==> src/rtl/pipe_pkg.sv <==
`default_nettype none
// ============================================================================
// Module   : pipe_pkg
// Brief    : Shared constants and the skid entry type for the in-order
//            pipeline stage registers.
// Revision : 1.0 - initial release
// ============================================================================
package pipe_pkg;

    localparam int          C_PC_W     = 32;
    localparam int          C_INST_W   = 32;
    localparam logic [31:0] C_NOP_INST = 32'h0280_0000;
    localparam logic [31:0] C_RESET_PC = 32'h1bff_fffc;

    // One buffered beat; the stage packs it flat as {pc, inst, cancelled}.
    typedef struct packed {
        logic [C_PC_W-1:0]   pc;
        logic [C_INST_W-1:0] inst;
        logic                cancelled;
    } skid_entry_t;

endpackage
`default_nettype wire

==> src/rtl/skid_fifo.sv <==
`default_nettype none
// ============================================================================
// Module   : skid_fifo
// Brief    : Parametrised circular buffer with push, pop, occupancy count
//            and head view. Pointers wrap naturally (DEPTH is a power of 2).
// Revision : 1.0 - initial release
// ============================================================================
module skid_fifo
    import pipe_pkg::*;
#(
    parameter int DEPTH  = 2,
    parameter int DATA_W = 65,
    localparam int PTR_W = (DEPTH > 1) ? $clog2(DEPTH) : 1,
    localparam int CNT_W = $clog2(DEPTH) + 1
) (
    input  logic              clk,
    input  logic              rst,
    input  logic              i_flush,
    input  logic              i_push,
    input  logic [DATA_W-1:0] i_push_data,
    input  logic              i_pop,
    output logic [DATA_W-1:0] o_head,
    output logic [CNT_W-1:0]  o_count
);

    logic [DATA_W-1:0] r_mem [DEPTH];
    logic [CNT_W-1:0]  r_count;
    logic [PTR_W-1:0]  w_wr_idx;
    logic [PTR_W-1:0]  w_rd_idx;

    generate
        if (DEPTH > 1) begin : g_ptr_wrap
            logic [PTR_W-1:0] r_wr_ptr;
            logic [PTR_W-1:0] r_rd_ptr;

            // Read/write pointers advance on pop/push and wrap on overflow.
            always_ff @(posedge clk) begin
                if (!rst || i_flush) begin
                    r_wr_ptr <= '0;
                    r_rd_ptr <= '0;
                end else begin
                    if (i_push) r_wr_ptr <= r_wr_ptr + PTR_W'(1);
                    if (i_pop)  r_rd_ptr <= r_rd_ptr + PTR_W'(1);
                end
            end

            assign w_wr_idx = r_wr_ptr;
            assign w_rd_idx = r_rd_ptr;
        end else begin : g_ptr_single
            assign w_wr_idx = '0;
            assign w_rd_idx = '0;
        end
    endgenerate

    // Storage is data-only; validity is tracked by the count.
    always_ff @(posedge clk) begin
        if (i_push) r_mem[w_wr_idx] <= i_push_data;
    end

    // Occupancy: simultaneous push and pop leave it unchanged.
    always_ff @(posedge clk) begin
        if (!rst || i_flush) begin
            r_count <= '0;
        end else if (i_push && !i_pop) begin
            r_count <= r_count + CNT_W'(1);
        end else if (i_pop && !i_push) begin
            r_count <= r_count - CNT_W'(1);
        end
    end

    assign o_head  = r_mem[w_rd_idx];
    assign o_count = r_count;

endmodule
`default_nettype wire

==> src/rtl/pipe_stage_skid_reg.sv <==
`default_nettype none
// ============================================================================
// Module   : pipe_stage_skid_reg
// Brief    : Valid/ready pipeline register with an in-order skid buffer,
//            cancel-to-NOP, counted discard of stale responses and a
//            synchronous flush.
// Revision : 1.0 - initial release
// ============================================================================
module pipe_stage_skid_reg
    import pipe_pkg::*;
#(
    parameter int                PC_W       = C_PC_W,
    parameter int                INST_W     = C_INST_W,
    parameter int                SKID_DEPTH = 2,
    parameter int                DISC_W     = 2,
    parameter logic [INST_W-1:0] NOP_INST   = C_NOP_INST,
    parameter logic [PC_W-1:0]   RESET_PC   = C_RESET_PC,
    localparam int               CNT_W      = $clog2(SKID_DEPTH) + 1
) (
    input  logic              clk,
    input  logic              rst,
    input  logic              flush,
    input  logic              in_valid,
    output logic              in_ready,
    input  logic [PC_W-1:0]   in_pc,
    input  logic [INST_W-1:0] in_inst,
    input  logic              in_cancel,
    input  logic              discard_inc,
    output logic              out_valid,
    input  logic              out_ready,
    output logic [PC_W-1:0]   out_pc,
    output logic [INST_W-1:0] out_inst,
    output logic              out_cancelled,
    output logic [CNT_W-1:0]  skid_count
);

    localparam int                C_DATA_W   = PC_W + INST_W + 1;
    localparam logic [DISC_W-1:0] C_DISC_MAX = '1;

    logic [DISC_W-1:0]   r_disc_cnt;
    logic                r_out_valid;
    logic [PC_W-1:0]     r_out_pc;
    logic [INST_W-1:0]   r_out_inst;
    logic                r_out_cancelled;

    logic                w_accept;
    logic                w_drop;
    logic                w_keep;
    logic [INST_W-1:0]   w_keep_inst;
    logic                w_out_free;
    logic                w_skid_empty;
    logic                w_pop;
    logic                w_load_direct;
    logic                w_push;
    logic [C_DATA_W-1:0] w_push_data;
    logic [C_DATA_W-1:0] w_head;
    logic [CNT_W-1:0]    w_skid_count;

    // in_ready looks only at registered occupancy, so a pop in a full cycle
    // raises it one cycle later.
    assign in_ready      = (w_skid_count < CNT_W'(SKID_DEPTH));
    assign w_accept      = in_valid && in_ready && !flush;
    assign w_drop        = w_accept && (r_disc_cnt != '0);
    assign w_keep        = w_accept && !w_drop;
    assign w_keep_inst   = in_cancel ? NOP_INST : in_inst;

    // Bypass only when nothing older is buffered, preserving order.
    assign w_out_free    = !r_out_valid || out_ready;
    assign w_skid_empty  = (w_skid_count == '0);
    assign w_pop         = w_out_free && !w_skid_empty && !flush;
    assign w_load_direct = w_out_free && w_skid_empty && w_keep;
    assign w_push        = w_keep && !w_load_direct;
    assign w_push_data   = {in_pc, w_keep_inst, in_cancel};

    skid_fifo #(
        .DEPTH  (SKID_DEPTH),
        .DATA_W (C_DATA_W)
    ) u_skid_fifo (
        .clk         (clk),
        .rst         (rst),
        .i_flush     (flush),
        .i_push      (w_push),
        .i_push_data (w_push_data),
        .i_pop       (w_pop),
        .o_head      (w_head),
        .o_count     (w_skid_count)
    );

    // Stale-response counter: a drop with a new increment cancels out.
    always_ff @(posedge clk) begin
        if (!rst || flush) begin
            r_disc_cnt <= '0;
        end else if (w_drop && !discard_inc) begin
            r_disc_cnt <= r_disc_cnt - DISC_W'(1);
        end else if (discard_inc && !w_drop && (r_disc_cnt != C_DISC_MAX)) begin
            r_disc_cnt <= r_disc_cnt + DISC_W'(1);
        end
    end

    // Output register: skid head first, then a direct beat, else a bubble.
    always_ff @(posedge clk) begin
        if (!rst || flush) begin
            r_out_valid     <= 1'b0;
            r_out_pc        <= RESET_PC;
            r_out_inst      <= '0;
            r_out_cancelled <= 1'b0;
        end else if (w_out_free) begin
            if (!w_skid_empty) begin
                r_out_valid     <= 1'b1;
                r_out_pc        <= w_head[C_DATA_W-1 -: PC_W];
                r_out_inst      <= w_head[INST_W:1];
                r_out_cancelled <= w_head[0];
            end else if (w_keep) begin
                r_out_valid     <= 1'b1;
                r_out_pc        <= in_pc;
                r_out_inst      <= w_keep_inst;
                r_out_cancelled <= in_cancel;
            end else begin
                r_out_valid     <= 1'b0;
                r_out_pc        <= '0;
                r_out_inst      <= NOP_INST;
                r_out_cancelled <= 1'b0;
            end
        end
    end

    assign out_valid     = r_out_valid;
    assign out_pc        = r_out_pc;
    assign out_inst      = r_out_inst;
    assign out_cancelled = r_out_cancelled;
    assign skid_count    = w_skid_count;

endmodule
`default_nettype wire

==> config.mk <==
export PLATFORM = sky130hd
export DESIGN_NAME = pipe_stage_skid_reg
export DESIGN_NICKNAME = d
export VERILOG_FILES = /design/src/rtl/pipe_pkg.sv /design/src/rtl/skid_fifo.sv /design/src/rtl/pipe_stage_skid_reg.sv
export SDC_FILE = /design/constraint.sdc
export NUM_CORES = 1
export LEC_CHECK = 0
export BUFFER_PORTS_ARGS = -buffer_cell sky130_fd_sc_hd__buf_2
export CELL_PAD_IN_SITES_DETAIL_PLACEMENT = 2
export CELL_PAD_IN_SITES_GLOBAL_PLACEMENT = 2
export CORE_MARGIN = 8
export CORE_UTILIZATION = 38
export DETAILED_ROUTE_END_ITERATION = 10
export GPL_TIMING_DRIVEN = 0
export PLACE_DENSITY = 0.8
export SLEW_MARGIN = 20
export SYNTH_ARGS = -nofsm -noshare
export SYNTH_HDL_FRONTEND = slang
export SYNTH_SLANG_ARGS = --single-unit
==> constraint.sdc <==
create_clock -name clk -period 4.5 [get_ports clk]
set_input_delay 1.125 -clock clk [delete_from_list [all_inputs] [get_ports clk]]
set_output_delay 1.125 -clock clk [all_outputs]
set_load 0.05 [all_outputs]
==> results.ini, run 1 <==
[run_status]
run_status=completed

[clock_tree]
insertion_delay_ns=0.51
cts_inserted_buffers=23
h-tree-depth=1
clockBufferDepth=3
cts_setup_buffers=0
cts-resized-gates=0
path_clk_slew_ns=0.06
cts_tree=done
cts_root_buffer=sky130_fd_sc_hd__clkbuf_16
cts.sinks=203
postCtsHoldBufs=0

[critical_path]
worst-endpoint-required_ns=4.68
critical_path.startpoint_type=input pin
cp.arrival_ns=3.07
crit_path_max_fanout=36
setup.worst_path.class=input pin to flop
worst_setup_path_end_kind=flop

[timing]
final_hold_viol_count=0
drv_slew=0
final_min_period_over_clock_period_pct=64.31
rsz0062_at_grt=false
achievable-frequency_ghz=0.3456
timing_worst_slew_pin_value_ns=0.7314
worst_clock_skew_ns=0.01316
hold_slack_ns=0.4725
setup_violations_final=0
timing.setup.tns_ns=0
period_needed_ns=2.894
max-slew-margin-rel_pct=51.24

[detailed_routing]
drcViolationCount=0
drt-vias-per-instance=5.509
wl_per_cell_um=24.13
detailedRoute.firstPassIterationCount=4
routed-via-count=5994
postRouteWirelength_um=26250
ant_nets=0
initialDrtViolationCount=286

[floorplanning]
die_h_um=162.2
floorplan.rows=53
die_area_um2=26320
fp.dieW_um=162.2
ios=140
floorplan.initialDensity_pct=38.65
coreArea_um2=21020

[final_layout]
layout.nets=868
post_route_cells_drive_above_1_share_pct=30.54
areaGrowthSynthToFinish_pct=22.68
number_of_standard_cells_in_the_layout_taps_in_and_fillers_out=1088
final_core_utilization_pct=47.42

[pwr]
irDropWorstVdd_mv=0.2634
p_per_area_nw_per_um2=419.6
finalPower_w=0.004182
power_leakage_nw=3.540

[min_path]
hold_path_class=flop to flop

[synthesis]
netlist_area_um2=8125
yosysTopAreaCellShare_pct=48.04
synth-edff-count=130
synth_flop_cell=sky130_fd_sc_hd__edfxtp_1
yosys_warnings=0
net_count_after_synthesis=702
synth.top_cells.by_area=sky130_fd_sc_hd__edfxtp_1 (48%), sky130_fd_sc_hd__dfxtp_1 (18%), sky130_fd_sc_hd__mux2_2 (5.4%), sky130_fd_sc_hd__mux2i_1 (3.3%), sky130_fd_sc_hd__a31oi_1 (3.0%)
synth_async_sr_flop_share_pct=0
synth.most_common_cell=sky130_fd_sc_hd__edfxtp_1
synth_seq_area_share_pct=66.03
synth_cell_types=40
synthTopCellsByCount=sky130_fd_sc_hd__edfxtp_1 (130), sky130_fd_sc_hd__dfxtp_1 (73), sky130_fd_sc_hd__nand3_1 (40)
yosys_register_bits=203
synth_top_cell_by_area=sky130_fd_sc_hd__edfxtp_1
synth_area_per_cell_um2=12.90
postSynthCellCount=630

[grt]
grt_overflow=0
antenna_violations_before_repair=0
pin_count_of_the_biggest_net_entering_global_routing=37
gr-usage-all-layers_pct=19.83
number_of_global_route_vias_before_repair=6947
grt_pass1_wl_um=40960

[job]
timing.max_cap.violations=0

[place]
dpl_wire_length_um=18170
finalWeightedCongestion=0.7378
placed_cells=1046
portBuffers=139

## where the power goes
group	leakage, nW	internal, W	switching [W]
combinational	1.39	0.0000805	0.000201
clock	0.375	0.00113	0.000753
sequential	1.77	0.00200	0.0000164
total	3.54	0.00321	0.000970
## metrics by stage
step	setup WS (ns)	area [um2]
after floorplan	0.5838	8125
after global placement	-0.7057	9165
after detailed placement	1.077	9210
after CTS	1.601	9966
after global routing	1.550	9966
final	1.606	9968
## layout make-up
cell class | instances | area, um2
Tap cell | 275 | 344.1
Clock inverter | 12 | 107.6
Sequential cell | 203 | 5365
Fill cell | 2102 | 11050
Inverter | 28 | 105.1
Multi-Input combinational cell | 347 | 2411
Clock buffer | 29 | 648.1
Buffer | 52 | 249.0
Timing Repair Buffer | 141 | 735.7
Antenna cell | 1 | 2.502
## critical path, cell delays in order
cell                       delay, ns
sky130_fd_sc_hd__buf_2          0.15
sky130_fd_sc_hd__or4b_4         0.54
sky130_fd_sc_hd__a211oi_4       0.32
sky130_fd_sc_hd__and2b_4        0.58
sky130_fd_sc_hd__buf_12         0.31
## cell families (layout without fill, tap and decap cells)
kind of cell / after synthesis / after routing / synth area share (%)
DFF: 203 / 203 / 66.03
and+or+nand+nor: 175 / 175 / 12.01
AOI/OAI and AO/OA: 103 / 103 / 8.500
buffers and inverters: 80 / 262 / 4.358
muxes: 66 / 66 / 8.731
xor gates and xnor gates: 2 / 2 / 0.2156
adders and majority gates: 1 / 1 / 0.1540
other: 0 / 1 / 0
## path summary, 6_finish.rpt
kind                      start                       end  slack (ns)  cells after the start
setup reg to reg  r_disc_cnt[0]  u_skid_fifo.r_mem[0][30]        1.93                      4
setup / recovery          flush  u_skid_fifo.r_mem[0][30]        1.61                      5
hold reg to reg     out_inst[9]               out_inst[9]        0.47                      2
hold / removal      out_inst[9]               out_inst[9]        0.47                      2
## state kept, by name (all words and copies together), names as in the netlist, named ones only
name	count
u_skid_fifo.r_mem	130
out_inst	32
out_pc	32
r_disc_cnt	2
u_skid_fifo.o_count	2
out_cancelled	1
out_valid	1
u_skid_fifo.g_ptr_wrap.r_rd_ptr	1
u_skid_fifo.g_ptr_wrap.r_wr_ptr	1
## layout by cell type (no fill, tap or decap), drive strengths merged, types with 3 or more instances in the layout
cell type	netlist	routed
clkinv	0	9
nand4	37	37
mux2i	27	27
nor4b	3	3
nand2b	3	3
nor2b	33	33
nand2	39	39
clkbuf	28	57
edfxtp	130	130
buf	24	165
nand3	40	40
inv	28	28
or3	3	3
o221ai	26	26
dfxtp	73	73
mux2	39	39
or2	3	3
nor2	4	4
a31oi	39	39
a21oi	30	30
## routing by layer
metal,global-route usage [%],vias up,wire [um]
met1,23.51,3064,10850
li1,-,2714,-
met2,35.81,169,13520
met3,3.797,47,1295
met4,5.429,0,582
met5,0,-,0
Power figures use the tool's default switching activity.
==> inputs of run 2 (changes only) <==
CORE_UTILIZATION = 34   (was 38)
PLACE_DENSITY = 0.75   (was 0.8)
clock period = 2.5 ns   (was 4.5 ns; I/O delays follow)
==> run 2 against run 1 <==
Final cell count increased by 4.1%. Count of clock-buffer cells in the layout did not move. Worst setup slack got worse by 1.5 ns. Combinational power up 80%. Critical path depth down 2. Largest power group unchanged. Clock skew shrank 0.0012 ns. First-iteration DRC count up 18%. Highest routed layer unchanged. Non-clock buffer count down 2. Wire length increased by 2.0%. Sequential power rose by 80%. Largest cell class unchanged. Register-to-register slack got worse by 1.8 ns.
==> results.ini, run 2 (synthesized netlist as in run 1, its figures left out) <==
[timing]
period_needed_ns=2.418
drv_slew=0
rsz0062_at_grt=false
timing_worst_slew_pin_value_ns=0.6768
achievable-frequency_ghz=0.4135
worst_clock_skew_ns=0.01200
timing.setup.tns_ns=0
setup_violations_final=0
max-slew-margin-rel_pct=54.88
final_hold_viol_count=0
hold_slack_ns=0.3297
final_min_period_over_clock_period_pct=96.73

[detailed_routing]
postRouteWirelength_um=26790
ant_nets=0
routed-via-count=6008
wl_per_cell_um=23.64
detailedRoute.firstPassIterationCount=4
drcViolationCount=0
drt-vias-per-instance=5.303
initialDrtViolationCount=338

[grt]
gr-usage-all-layers_pct=18.14
grt_overflow=0
antenna_violations_before_repair=1
pin_count_of_the_biggest_net_entering_global_routing=34
grt_pass1_wl_um=41010
number_of_global_route_vias_before_repair=6985

[final_layout]
largest_register_ff_count=130
number_of_standard_cells_in_the_layout_taps_in_and_fillers_out=1133
mostFrequentLayoutCell=sky130_fd_sc_hd__buf_2
mostFrequentLayoutCells=sky130_fd_sc_hd__buf_2 (155), sky130_fd_sc_hd__edfxtp_1 (130), sky130_fd_sc_hd__dfxtp_1 (73), sky130_fd_sc_hd__nand3_1 (40)
layout.nets=869
fill_cell_instance_count_of_the_final_layout=2356
most_flops_register=u_skid_fifo.r_mem
post_route_cells_drive_above_1_share_pct=30.87
areaGrowthSynthToFinish_pct=23.24

[min_path]
timing.hold.worst_path_depth=1
holdPathEnd=u_skid_fifo.r_mem[1][63]
worst_min_delay_path_startpoint=in_pc[30]
hold_path_class=input pin to flop

[run_status]
run_status=completed

[critical_path]
reg2reg_from=r_disc_cnt[0]
regToRegSetupSlack_ns=0.08
worst_setup_path_end_kind=flop
crit_path_max_fanout=32
critical_path.startpoint_type=flop
worst-endpoint-required_ns=2.63
cp.arrival_ns=2.55
reg2reg_depth=3
rr_endpoint=u_skid_fifo.r_mem[0][62]
setup.worst_path.class=flop to flop

[place]
finalWeightedCongestion=0.7481
placed_cells=1088
portBuffers=139
dpl_wire_length_um=17910

[floorplanning]
fp.dieW_um=170.6
die_area_um2=29100
floorplan.initialDensity_pct=34.62
floorplan.rows=56
die_h_um=170.6
ios=140
coreArea_um2=23470

[clock_tree]
insertion_delay_ns=0.50
path_clk_slew_ns=0.06
cts_root_buffer=sky130_fd_sc_hd__clkbuf_16
cts_setup_buffers=0
cts_tree=done
cts_inserted_buffers=23
cts.sinks=203
clockBufferDepth=3
h-tree-depth=1

[pwr]
irDropWorstVdd_mv=0.3484
power_leakage_nw=3.543
p_per_area_nw_per_um2=752.0

[job]
timing.max_cap.violations=0

run 2: cell count changes in the layout (fill, tap and decap cells not counted), sizes merged:
cell and delta:
and2 +1, and2b +2, buf -2
run 2: cell type report:
type                       count  area (um2)  share of cell area, %
multi-input combinational    350        2439                  24.35
inverter                      28       105.1                  1.050
clock inverter                12       108.9                  1.087
sequential                   203        5365                  53.58
antenna                        1       2.502                0.02499
clock buffer                  29       648.1                  6.473
tap                          319       399.1                  3.986
buffer                        52       250.2                  2.499
timing repair buffer         139       695.7                  6.947
run 2: metrics by stage:
stage / setup slack [ns] / utilization, % / area (um2) / total power [W]
finish: 0.08169 / 42.66 / 10010 / 0.007530
global route: 0.03260 / 42.66 / 10010 / 0.007765
CTS: 0.02968 / 42.61 / 10000 / 0.007594
detailed placement: -0.6064 / 39.30 / 9225 / 0.004218
global placement: -0.5357 / 39.30 / 9225 / 0.004186
floorplan: 0.04767 / - / 8130 / 0.004007
run 2: worst max-delay path, stage by stage (launching register included):
cell and delay [ns]:
sky130_fd_sc_hd__dfxtp_1 0.39, sky130_fd_sc_hd__or4b_4 0.63, sky130_fd_sc_hd__a211oi_4 0.37, sky130_fd_sc_hd__and2b_4 0.64
run 2: per-layer routing:
layer  global-route usage (%)  share of wire, %
met5                        0                 0
met4                    5.263               2.2
met3                    3.296               4.8
met2                    32.70                51
met1                    21.71                42
run 2: repair_timing:
| action | in CTS | in global routing |
|---|---|---|
| hold buffers | 0 | 0 |
| setup endpoints to repair | 130 | 34 |
| pin swaps | 1 | 1 |
| cloned | 2 | 1 |
| resized for setup | 3 | 3 |
run 2: worst max path at each step:
stage | startpoint | endpoint | slack (ns) | cells after the start
5_1_grt | r_disc_cnt[0] | u_skid_fifo.r_mem[0][62] | 0.03 | 3
6_report | r_disc_cnt[0] | u_skid_fifo.r_mem[0][62] | 0.08 | 3
3_3_place_gp | flush | u_skid_fifo.r_mem[0][47] | -0.54 | 4
3_5_place_dp | flush | u_skid_fifo.r_mem[0][43] | -0.61 | 4
2_1_floorplan | flush | u_skid_fifo.r_mem[0][0] | 0.05 | 3
4_1_cts | r_disc_cnt[0] | u_skid_fifo.r_mem[0][39] | 0.03 | 3
run 2: power breakdown:
part           total, W  switching, W  internal [W]  leakage (nW)
sequential      0.00364     0.0000300       0.00361          1.77
clock           0.00338       0.00135       0.00203         0.377
combinational  0.000509      0.000364      0.000145          1.39
